**src/rtl/gpio_seg_display.sv**
```systemverilog
// gpio_seg_display: 8-digit multiplexed 7-seg driver for the GPIO word; GPIO_SEG_BCD_EN selects decimal display
module gpio_seg_display #(
  parameter int SCAN_DIV = 16
) (
  input  logic        clk,
  input  logic        rst,
  input  logic [31:0] value_in,
  input  logic        en_in,
  output logic [6:0]  seg_out,
  output logic        dp_out,
  output logic [7:0]  an_out,
  output logic        busy_out
);
  localparam int PW = (SCAN_DIV > 2) ? $clog2(SCAN_DIV) : 1;
  localparam logic [6:0] HEX [16] = '{
    7'b1000000, 7'b1111001, 7'b0100100, 7'b0110000,
    7'b0011001, 7'b0010010, 7'b0000010, 7'b1111000,
    7'b0000000, 7'b0010000, 7'b0001000, 7'b0000011,
    7'b1000110, 7'b0100001, 7'b0000110, 7'b0001110
  };
  logic [PW-1:0] pre;
  logic [2:0]    idx;
  logic [31:0]   snap, disp;
  logic          idle, load, wrap;
  assign wrap = pre == PW'(SCAN_DIV - 1);
  assign load = idle && value_in != snap;
  always_ff @(posedge clk or posedge rst)
    if (rst) begin
      pre     <= '0;
      idx     <= '0;
      snap    <= '0;
      seg_out <= 7'h7F;
      an_out  <= 8'hFF;
    end else begin
      pre     <= wrap ? '0 : pre + PW'(1);
      idx     <= wrap ? idx + 3'd1 : idx;
      if (load) snap <= value_in;
      an_out  <= en_in ? ~(8'd1 << idx) : 8'hFF;
      seg_out <= en_in ? HEX[disp[4*idx +: 4]] : 7'h7F;
    end
`ifdef GPIO_SEG_BCD_EN
  typedef enum logic [1:0] {IDLE, SHIFT, DONE} state_t;
  state_t      state, state_nx;
  logic [39:0] acc;
  logic [38:0] adj;
  logic [4:0]  cnt;
  logic        ovf;
  assign idle     = state == IDLE;
  assign busy_out = !idle;
  // The top BCD digit of any 32-bit prefix is at most 4, so it never needs the +3 fix-up
  always_comb begin
    state_nx = state;
    if (state == IDLE && load) state_nx = SHIFT;
    if (state == SHIFT && cnt == 5'd31) state_nx = DONE;
    if (state == DONE) state_nx = IDLE;
    adj = acc[38:0];
    for (int i = 0; i < 9; i++)
      adj[4*i +: 4] = acc[4*i +: 4] >= 4'd5 ? acc[4*i +: 4] + 4'd3 : acc[4*i +: 4];
  end
  always_ff @(posedge clk or posedge rst)
    if (rst) begin
      state  <= IDLE;
      acc    <= '0;
      cnt    <= '0;
      ovf    <= 1'b0;
      disp   <= '0;
      dp_out <= 1'b1;
    end else begin
      state  <= state_nx;
      dp_out <= !(en_in && ovf && idx == 3'd7);
      if (load) begin
        acc <= '0;
        cnt <= '0;
      end
      if (state == SHIFT) begin
        acc <= {adj, snap[5'd31 - cnt]};
        cnt <= cnt + 5'd1;
      end
      if (state == DONE) begin
        disp <= acc[31:0];
        ovf  <= |acc[39:32];
      end
    end
`else
  assign idle     = 1'b1;
  assign busy_out = 1'b0;
  assign dp_out   = 1'b1;
  always_ff @(posedge clk or posedge rst)
    if (rst) disp <= '0;
    else if (load) disp <= value_in;
`endif
endmodule

```
**config.mk**
```make
export PLATFORM = sky130hd
export DESIGN_NAME = gpio_seg_display
export DESIGN_NICKNAME = d
export VERILOG_FILES = /design/src/rtl/gpio_seg_display.sv
export SDC_FILE = /design/constraint.sdc
export NUM_CORES = 1
export LEC_CHECK = 0
export CAP_MARGIN = 25
export CORE_ASPECT_RATIO = 1.4
export CORE_UTILIZATION = 45
export CTS_CLUSTER_DIAMETER = 150
export DETAILED_ROUTE_END_ITERATION = 8
export GPL_TIMING_DRIVEN = 0
export HOLD_SLACK_MARGIN = 0.08
export PLACE_DENSITY = 0.73
export SLEW_MARGIN = 20
export SYNTH_ARGS = -nofsm -noshare
export SYNTH_HDL_FRONTEND = slang
export SYNTH_SLANG_ARGS = --single-unit
```
**constraint.sdc**
```tcl
create_clock -name clk -period 3 [get_ports clk]
set_clock_uncertainty 0.1 [all_clocks]
set_input_delay 0.45 -clock clk [delete_from_list [all_inputs] [get_ports clk]]
set_output_delay 0.45 -clock clk [all_outputs]
set_load 0.01 [all_outputs]
```
==> results of run 1 <==
[cells in the mapped netlist, drive strengths merged, types with 2 or more instances]
master  number  area, sq um
a31oi        2         12.5
o221ai       2         17.5
or2b         2         15.0
o21ai        4         20.0
inv          9         33.8
buf          6         47.5
clkbuf      34          128
conb         2         7.51
mux4         6          150
mux2         3         33.8
dfstp       15          394
xnor2        2         17.5
mux2i        9          103
ha          13          163
nor2         3         11.3
nand3       10         50.1
o211ai       2         15.0
dfrtp       39          976
a21oi        2         10.0
nand2        7         26.3
[power by group through the flow]
| stage | logic, mW | registers [mW] | clock network, mW |
|---|---|---|---|
| after detailed placement | 0.111 | 0.785 | 0 |
| after floorplan | 0.0689 | 0.788 | 0 |
| after CTS | 0.111 | 0.771 | 0.454 |
| after global placement | 0.105 | 0.784 | 0 |
| final | 0.109 | 0.770 | 0.439 |
| after global routing | 0.122 | 0.774 | 0.481 |
[logic make-up after synthesis]
family | after synthesis
AO/OA/AOI/OAI | 15
XOR/XNOR | 3
adder cells (fa/ha/maj) | 13
buffers and inverters | 50
flip-flops | 54
multiplexers | 18
other | 2
AND/OR/NAND/NOR | 26
[per-stage QoR]
stage | cells | total power, mW | utilization (%)
final | 271 | 1.32 | 54.8
after global routing | 271 | 1.38 | 54.8
after CTS | 271 | 1.34 | 54.8
after detailed placement | 263 | 0.896 | 52.6
after global placement | 262 | 0.889 | 52.2
after floorplan | 181 | 0.857 | -
[path summary, 6_finish.rpt]
path | from | end | slack [ns]
min in group asynchronous | rst | disp[3]$_DFFE_PP0P_ | 0.41
worst max register to register | idx[0]$_DFFE_PP0N_ | seg_out[5]$_DFF_PP1_ | 0.29
worst max-delay path | idx[0]$_DFFE_PP0N_ | seg_out[5]$_DFF_PP1_ | 0.29
worst min register to register | pre[0]$_DFF_PP0_ | pre[0]$_DFF_PP0_ | 0.40
worst min-delay path | value_in[22] | disp[22]$_DFFE_PP0P_ | 0.13
max in group asynchronous | rst | seg_out[0]$_DFF_PP1_ | 1.81
[final cells by class]
class | count | share of cell area (%)
Sequential cell | 54 | 51.3
Multi-Input combinational cell | 77 | 26.7
Timing Repair Buffer | 18 | 7.12
Buffer | 40 | 6.55
Clock buffer | 7 | 3.60
Tap cell | 64 | 3.00
Inverter | 10 | 1.40
Clock inverter | 1 | 0.328
[flip-flops by register name, summed over array words and instances (netlist names)]
name     count
an_out       8
disp        32
idx          3
pre          4
seg_out      7
[worst reg2reg max path, stage by stage (launching register included)]
cell and delay (ns):
dfrtp_1 0.49, buf_6 0.22, mux4_1 0.57, mux2i_1 0.49
inv_1 0.18, ha_1 0.28, a21oi_1 0.16, o221ai_1 0.13
[per-layer routing]
layer  share of wire (%)  vias up  global-route usage (%)
met2                  56       35                    27.6
met1                  38      631                    14.4
li1                    -      623                       -
met4                 1.8        0                    5.71
met5                   0        -                       0
met3                 4.1        6                    2.76
==> flow_metrics.tcl, run 1 <==
set metrics [dict create \
    initial_utilization_pct 47.1 \
    synthSimpleGateAreaFrac_pct 5.72 \
    combPwrFrac_pct 8.2 \
    ys_ff_latch 54 \
    crit_cells 7 \
    synth_cell_types 33 \
    synth_xor_area_share_pct 1.14 \
    worstPathMaxFanout 10 \
    routed_wirelength_microns 3320 \
    run_status "complete, no violations" \
    worstPathArrival_ns 2.82 \
    crit_buf_inv 2 \
    p_sw_share_pct 21.8 \
    num_antenna_cells 0 \
    rsz0062_at_grt "false" \
    regArea_sq_mm 0.00137 \
    drc 0 \
    area_growth_pct 16.3 \
    p_leak_nw 1.20 \
    async_flop_share_pct 100 \
    cts_made_buffers 5 \
    vias_per_cell 4.78 \
    synth_compound_area_share_pct 4.36 \
    powerDensity_mw_per_mm2 493 \
    cts_tree "built" \
    place_ws_ns 0.275 \
    setup.worst_path.class "flop to flop" \
    drive_gt1_share_pct 17.9 \
    end_kind "flop" \
    startpoint_type "flop" \
    fp.dieH_microns 86.5 \
    hold_class "input port to flop" \
    clockPowerShare_pct 33.3 \
    antenna_found_initial 0 \
    path_cells "buf_6, mux4_1, mux2i_1, inv_1, ha_1, a21oi_1, o221ai_1" \
    ctsHoldBuffers 0 \
    multi_input_area_sq_um 714 \
    cp.required_ns 3.11 \
    ant_nets 0 \
    grt_util_all_layers_pct 14.0 \
    netlist_area_sq_mm 0.00230 \
    root_buffer "clkbuf_8" \
    layout.cells.most_common_list "dfrtp_1, clkbuf_1, clkdlybuf4s50_1" \
    fin_nets 254 \
    tns_ns 0 \
    synth-adder-area-share_pct 7.08 \
    wire_per_inst_microns 12.2 \
    crit_family "multiplexers" \
    setup_violations 0 \
    synth_fp_nets 229 \
    layout_setup_ws_ns 0.290 \
    drv_slew 0 \
    hpwl_microns 2490 \
    io_pins 52 \
    fin_crit_sh_pct 90.3 \
    first_pass_iters 4 \
    maxSlewHeadroom_pct 60.8 \
    floorplan.die.width_microns 62.4 \
    cts.sinks 54 \
    power.switching_mw 0.287 \
    fillers 437 \
    core_area_sq_mm 0.00488 \
    synth_area_per_cell_sq_um 12.7 \
    r2r_cells 7 \
    maxCapViolations 0 \
    fmax_ghz 0.369 \
    synth_top_family_by_area "multiplexers" \
    gp_congestion 0.802 \
    power.share.sequential_pct 58.5 \
    grt_pass1_wl_microns 5780 \
    die_area_sq_mm 0.00540 \
    layout_commonest_cell "dfrtp_1" \
    ys.flop_type "dfrtp_1" \
    hold_viol 0 \
    cts_buffer_depth 2 \
    placed_area_sq_mm 0.00257 \
    max_stage_delay_ns 0.57 \
    postCtsResizedCells 0 \
    holdPathStages 1 \
    rows 30 \
    hold_slack_ns 0.134 \
    grt_overflow 0 \
    ir_worst_vdd_mv 0.335 \
    cpMaxStageDelayCell "mux4_1" \
    portBuffers 17 \
    drt_iter0_markers 19 \
    h-tree-depth 2 \
    syn_inst 181 \
    clk_pin_slew_ns 0.10 \
    internal_power_mw 1.03 \
    synth_edf_count 0 \
    synth_seq_area_share_pct 59.6 \
    route.vias.total 1295 \
    final_area_sq_mm 0.00267 \
    clk_latency_ns 0.30 \
    grt_max_degree 29 \
    yosysWarnings 0 \
    period_needed_ns 2.71 \
    grt_pass1_vias 1327 \
    postCtsSetupBuffers 0 \
    synthMuxAreaShare_pct 12.5 \
    worstMarginPinSlew_ns 0.571 \
]
Note: power is estimated with default switching activity, not from simulation.
==> run 2, diff against run 1 <==
==> constraint.sdc (replaced) <==
create_clock -name clk -period 2.7 [get_ports clk]
set_clock_uncertainty 0.1 [all_clocks]
set_input_delay 0.405 -clock clk [delete_from_list [all_inputs] [get_ports clk]]
set_output_delay 0.405 -clock clk [all_outputs]
set_load 0.01 [all_outputs]
==> run 2 against run 1 <==
  * Highest routed layer unchanged
  * Largest cell class unchanged
  * Core utilization up 0.46 points
  * Critical path type unchanged
  * Die area unchanged
  * Non-clock buffer count grew 1
  * Register-to-register slack worse by 0.08 ns
  * Fmax rose by 8.9%
==> flow_metrics.tcl, run 2 (synthesized netlist as in run 1, its figures left out) <==
set metrics [dict create \
    run_status "complete, no violations" \
    first_pass_iters 4 \
    final_area_sq_mm 0.00270 \
    gp_congestion 0.802 \
    post-place-cells 263 \
    cts_buffer_depth 2 \
    period_needed_ns 2.49 \
    power.share.sequential_pct 58.3 \
    p_leak_nw 1.20 \
    root_buffer "clkbuf_8" \
    clockPowerShare_pct 33.2 \
    worstPathArrival_ns 2.59 \
    placed_area_sq_mm 0.00257 \
    hold_slack_ns 0.0937 \
    end_kind "flop" \
    wire_per_inst_microns 12.3 \
    startpoint_type "flop" \
    power.switching_mw 0.321 \
    worstPathMaxFanout 10 \
    setup.worst_path.class "flop to flop" \
    clk_pin_slew_ns 0.10 \
    hold_start "value_in[18]" \
    setup_violations 0 \
    layout.cells.most_common_list "dfrtp_1, clkbuf_1, clkdlybuf4s50_1" \
    hpwl_microns 2490 \
    top_register "disp" \
    clk_latency_ns 0.30 \
    portBuffers 17 \
    routed_wirelength_microns 3350 \
    die_area_sq_mm 0.00540 \
    area_growth_pct 17.3 \
    hold_class "input port to flop" \
    num_antenna_cells 0 \
    fin_crit_sh_pct 92.1 \
    route.vias.total 1319 \
    hold_viol 0 \
    cts_tree "built" \
    rsz0062_at_grt "false" \
    cts.sinks 54 \
    drive_gt1_share_pct 18.3 \
    power.total_mw 1.47 \
    grt_util_all_layers_pct 14.1 \
    p_sw_share_pct 21.8 \
    maxCapViolations 0 \
    regArea_sq_mm 0.00137 \
    fin_nets 255 \
    initial_utilization_pct 47.1 \
    internal_power_mw 1.15 \
    rows 30 \
    combPwrFrac_pct 8.4 \
    grt_max_degree 29 \
    cp.required_ns 2.81 \
    ir_worst_vdd_mv 0.372 \
    multi_input_area_sq_um 727 \
    largest_register_ffs 32 \
    vias_per_cell 4.85 \
    place_ws_ns -0.0252 \
    grt_pass1_wl_microns 5800 \
    final-instance-count-excl-fill 272 \
    reg2reg_from "idx[0]$_DFFE_PP0N_" \
    drv_slew 0 \
    core_area_sq_mm 0.00488 \
    worstMarginPinSlew_ns 0.533 \
    fmax_ghz 0.402 \
    ant_nets 0 \
    reg_top3 "disp: 32 flops, an_out: 8 flops, seg_out: 7 flops" \
    floorplan.die.width_microns 62.4 \
    h-tree-depth 2 \
    antenna_found_initial 0 \
    drc 0 \
    drt_iter0_markers 19 \
    layout_commonest_cell "dfrtp_1" \
    io_pins 52 \
    postCtsSetupBuffers 0 \
    maxSlewHeadroom_pct 64.4 \
    grt_pass1_vias 1327 \
    fp.dieH_microns 86.5 \
    layout_setup_ws_ns 0.213 \
    cts_made_buffers 5 \
    powerDensity_mw_per_mm2 545 \
    fillers 436 \
    crit_start "idx[0]$_DFFE_PP0N_" \
    grt_overflow 0 \
]
-- run 2: cell types whose count changed in the layout (fill, tap and decap cells not counted), sizes merged --
cell / previous run / this run
dlygate4sd3: 0 / 1
-- run 2: routing by layer --
metal | GRT usage (%) | wire (microns) | up-vias
li1 | - | - | 625
met1 | 14.5 | 1270 | 649
met2 | 27.7 | 1870 | 39
met3 | 2.76 | 152 | 6
met4 | 5.71 | 57 | 0
met5 | 0 | 0 | -
-- run 2: worst max-delay path, stage by stage, from the launching register on --
cell	delay, ns
dfrtp_1	0.49
buf_6	0.22
mux4_1	0.62
mux2i_4	0.26
inv_1	0.13
ha_1	0.26
a21oi_1	0.17
o221ai_1	0.13
-- run 2: worst paths after layout --
path | cells after the start | to | slack [ns]
max in group asynchronous | 3 | seg_out[0]$_DFF_PP1_ | 1.55
min in group asynchronous | 2 | disp[3]$_DFFE_PP0P_ | 0.36
worst min-delay path | 1 | disp[18]$_DFFE_PP0P_ | 0.09
worst min register to register | 1 | pre[0]$_DFF_PP0_ | 0.40
worst max-delay path | 7 | seg_out[5]$_DFF_PP1_ | 0.21
worst max register to register | 7 | seg_out[5]$_DFF_PP1_ | 0.21
-- run 2: per-stage QoR --
stage	utilization (%)	setup TNS [ns]
floorplan	-	0
global placement	52.2	0
detailed placement	52.6	-0.0313
CTS	54.8	0
global route	55.2	0
finish	55.2	0
-- run 2: repair_timing --
item | in CTS | in global routing
hold endpoints to repair | 0 | 1
setup endpoints to repair | 2 | 2
hold buffers | 0 | 1
gates resized for setup | 1 | 1
cloned | 0 | 0
-- run 2: area by class of cell --
cell class	instances	share of cell area, %
buffer	40	6.50
clock buffer	7	3.57
clock inverter	1	0.325
inverter	10	1.39
multi-input combinational	77	27.0
sequential	54	50.8
tap	64	2.97
timing repair buffer	19	7.43
-- run 2: power groups by stage --
stage	Sequential, mW	Combinational, mW	Clock [mW]
6_report	0.856	0.124	0.488
3_3_place_gp	0.871	0.117	0
2_1_floorplan	0.876	0.0766	0
5_1_grt	0.860	0.139	0.534
4_1_cts	0.857	0.124	0.504
3_5_place_dp	0.872	0.123	0
==> run 3, diff against run 2 <==
--- a/config.mk
+++ b/config.mk
@@ -13,6 +13,7 @@
 export GPL_TIMING_DRIVEN = 0
 export HOLD_SLACK_MARGIN = 0.08
 export PLACE_DENSITY = 0.73
+export SKIP_CTS_REPAIR_TIMING = 1
 export SLEW_MARGIN = 20
 export SYNTH_ARGS = -nofsm -noshare
 export SYNTH_HDL_FRONTEND = slang
==> run 3 against run 2 <==
  * Global-route usage decreased by 0.058 points
  * Critical path depth is the same
  * First-iteration DRC count stayed put
  * Via count fell by 1.4%
  * Worst hold slack worse by 0.00088 ns
  * Sequential cell count unchanged
  * Cell count unchanged
  * Die area unchanged
  * Non-clock buffer count unchanged
  * Count of clock-buffer cells in the layout unchanged
  * Power barely moved
  * Largest cell class unchanged
  * Highest routed layer unchanged
==> flow_metrics.tcl, run 3 (synthesized netlist as in run 1, its figures left out) <==
set metrics [dict create \
    hold_class "input port to flop" \
    grt_util_all_layers_pct 14.0 \
    ant_nets 0 \
    run_status "complete, no violations" \
    worstMarginPinSlew_ns 0.533 \
    portBuffers 17 \
    routed_wirelength_microns 3330 \
    first_pass_iters 4 \
    wire_per_inst_microns 12.2 \
    rsz0062_at_grt "false" \
    crit_buf_inv 2 \
    hpwl_microns 2490 \
    drc 0 \
    fillers 432 \
    layout.cells.most_common_list "dfrtp_1, clkbuf_1, clkdlybuf4s50_1" \
    antenna_found_initial 0 \
    fmax_ghz 0.404 \
    maxSlewHeadroom_pct 64.4 \
    core_area_sq_mm 0.00488 \
    setup.worst_path.class "flop to flop" \
    drv_slew 0 \
    h-tree-depth 2 \
    clk_pin_slew_ns 0.10 \
    crit_family "multiplexers" \
    worstPathMaxFanout 10 \
    fp.dieH_microns 86.5 \
    p_leak_nw 1.20 \
    fin_crit_sh_pct 91.6 \
    rows 30 \
    grt_overflow 0 \
    grt_max_degree 29 \
    drt_iter0_markers 19 \
    max_stage_delay_ns 0.62 \
    rrSetupSlack_ns 0.23 \
    area_growth_pct 17.3 \
    final-instance-count-excl-fill 272 \
    period_needed_ns 2.47 \
    root_buffer "clkbuf_8" \
    initial_utilization_pct 47.1 \
    worstPathArrival_ns 2.58 \
    post-place-cells 263 \
    clk_latency_ns 0.30 \
    route.vias.total 1301 \
    ir_worst_vdd_mv 0.372 \
    grt_pass1_wl_microns 5780 \
    hold_viol 0 \
    gp_congestion 0.802 \
    cpMaxStageDelayCell "mux4_1" \
    top_register "disp" \
    fin_nets 255 \
    cp.required_ns 2.80 \
    drive_gt1_share_pct 18.3 \
    cts_buffer_depth 2 \
    cts_tree "built" \
    cts.sinks 54 \
    startpoint_type "flop" \
    largest_register_ffs 32 \
    die_area_sq_mm 0.00540 \
    io_pins 52 \
    grt_pass1_vias 1327 \
    setup_violations 0 \
    powerDensity_mw_per_mm2 545 \
    cts_made_buffers 5 \
    path_cells "buf_6, mux4_1, mux2i_4, inv_1, ha_1, a21oi_1, o221ai_1" \
    maxCapViolations 0 \
    fin_util_pct 55.2 \
    floorplan.die.width_microns 62.4 \
    layout_commonest_cell "dfrtp_1" \
    num_antenna_cells 0 \
    vias_per_cell 4.78 \
    reg_top3 "disp: 32 flops, an_out: 8 flops, seg_out: 7 flops" \
    end_kind "flop" \
]
[run 3: worst reg2reg max path, cell delays in order (launching register included)]
cell	delay, ns
dfrtp_1	0.49
buf_6	0.22
mux4_1	0.62
mux2i_4	0.27
inv_1	0.13
ha_1	0.26
a21oi_1	0.16
o221ai_1	0.13
[run 3: final timing paths]
path | startpoint | endpoint | cells after the start
max | idx[0]$_DFFE_PP0N_ | seg_out[5]$_DFF_PP1_ | 7
max reg2reg | idx[0]$_DFFE_PP0N_ | seg_out[5]$_DFF_PP1_ | 7
min | value_in[18] | disp[18]$_DFFE_PP0P_ | 1
min reg2reg | pre[0]$_DFF_PP0_ | pre[0]$_DFF_PP0_ | 1
min in group asynchronous | rst | disp[3]$_DFFE_PP0P_ | 2
max in group asynchronous | rst | seg_out[0]$_DFF_PP1_ | 3
[run 3: metal layers]
metal,up-vias,share of wire (%),track usage [%]
met1,636,39,14.4
met4,0,1.4,5.71
met2,35,56,27.6
met5,-,0,0
li1,626,-,-
met3,4,4.0,2.76
[run 3: area by class of cell]
class | count | area [sq um] | area share, %
buffer | 40 | 175 | 6.50
clock buffer | 7 | 96.3 | 3.57
clock inverter | 1 | 8.76 | 0.325
inverter | 10 | 37.5 | 1.39
multi-input combinational | 77 | 727 | 27.0
sequential | 54 | 1370 | 50.8
tap | 64 | 80.1 | 2.97
timing repair buffer | 19 | 200 | 7.43
[run 3: where the power goes]
group | leakage (nW) | switching, mW | internal, mW | total, mW
combinational | 0.532 | 0.0606 | 0.0629 | 0.124
sequential | 0.614 | 0.00709 | 0.849 | 0.856
clock | 0.0544 | 0.253 | 0.235 | 0.489
total | 1.20 | 0.321 | 1.15 | 1.47
[run 3: per-stage QoR]
step / hold slack, ns / worst slack, ns / cell area, sq um / total power [mW] / setup TNS, ns
after floorplan: 0.349 / 0.414 / 2300 / 0.952 / 0
after global placement: 0.365 / 0.00342 / 2550 / 0.988 / 0
after detailed placement: 0.382 / -0.0252 / 2570 / 0.995 / -0.0313
after CTS: 0.0843 / -0.0553 / 2670 / 1.48 / -0.0837
after global routing: 0.0834 / 0.0866 / 2700 / 1.53 / 0
final: 0.0928 / 0.227 / 2700 / 1.47 / 0
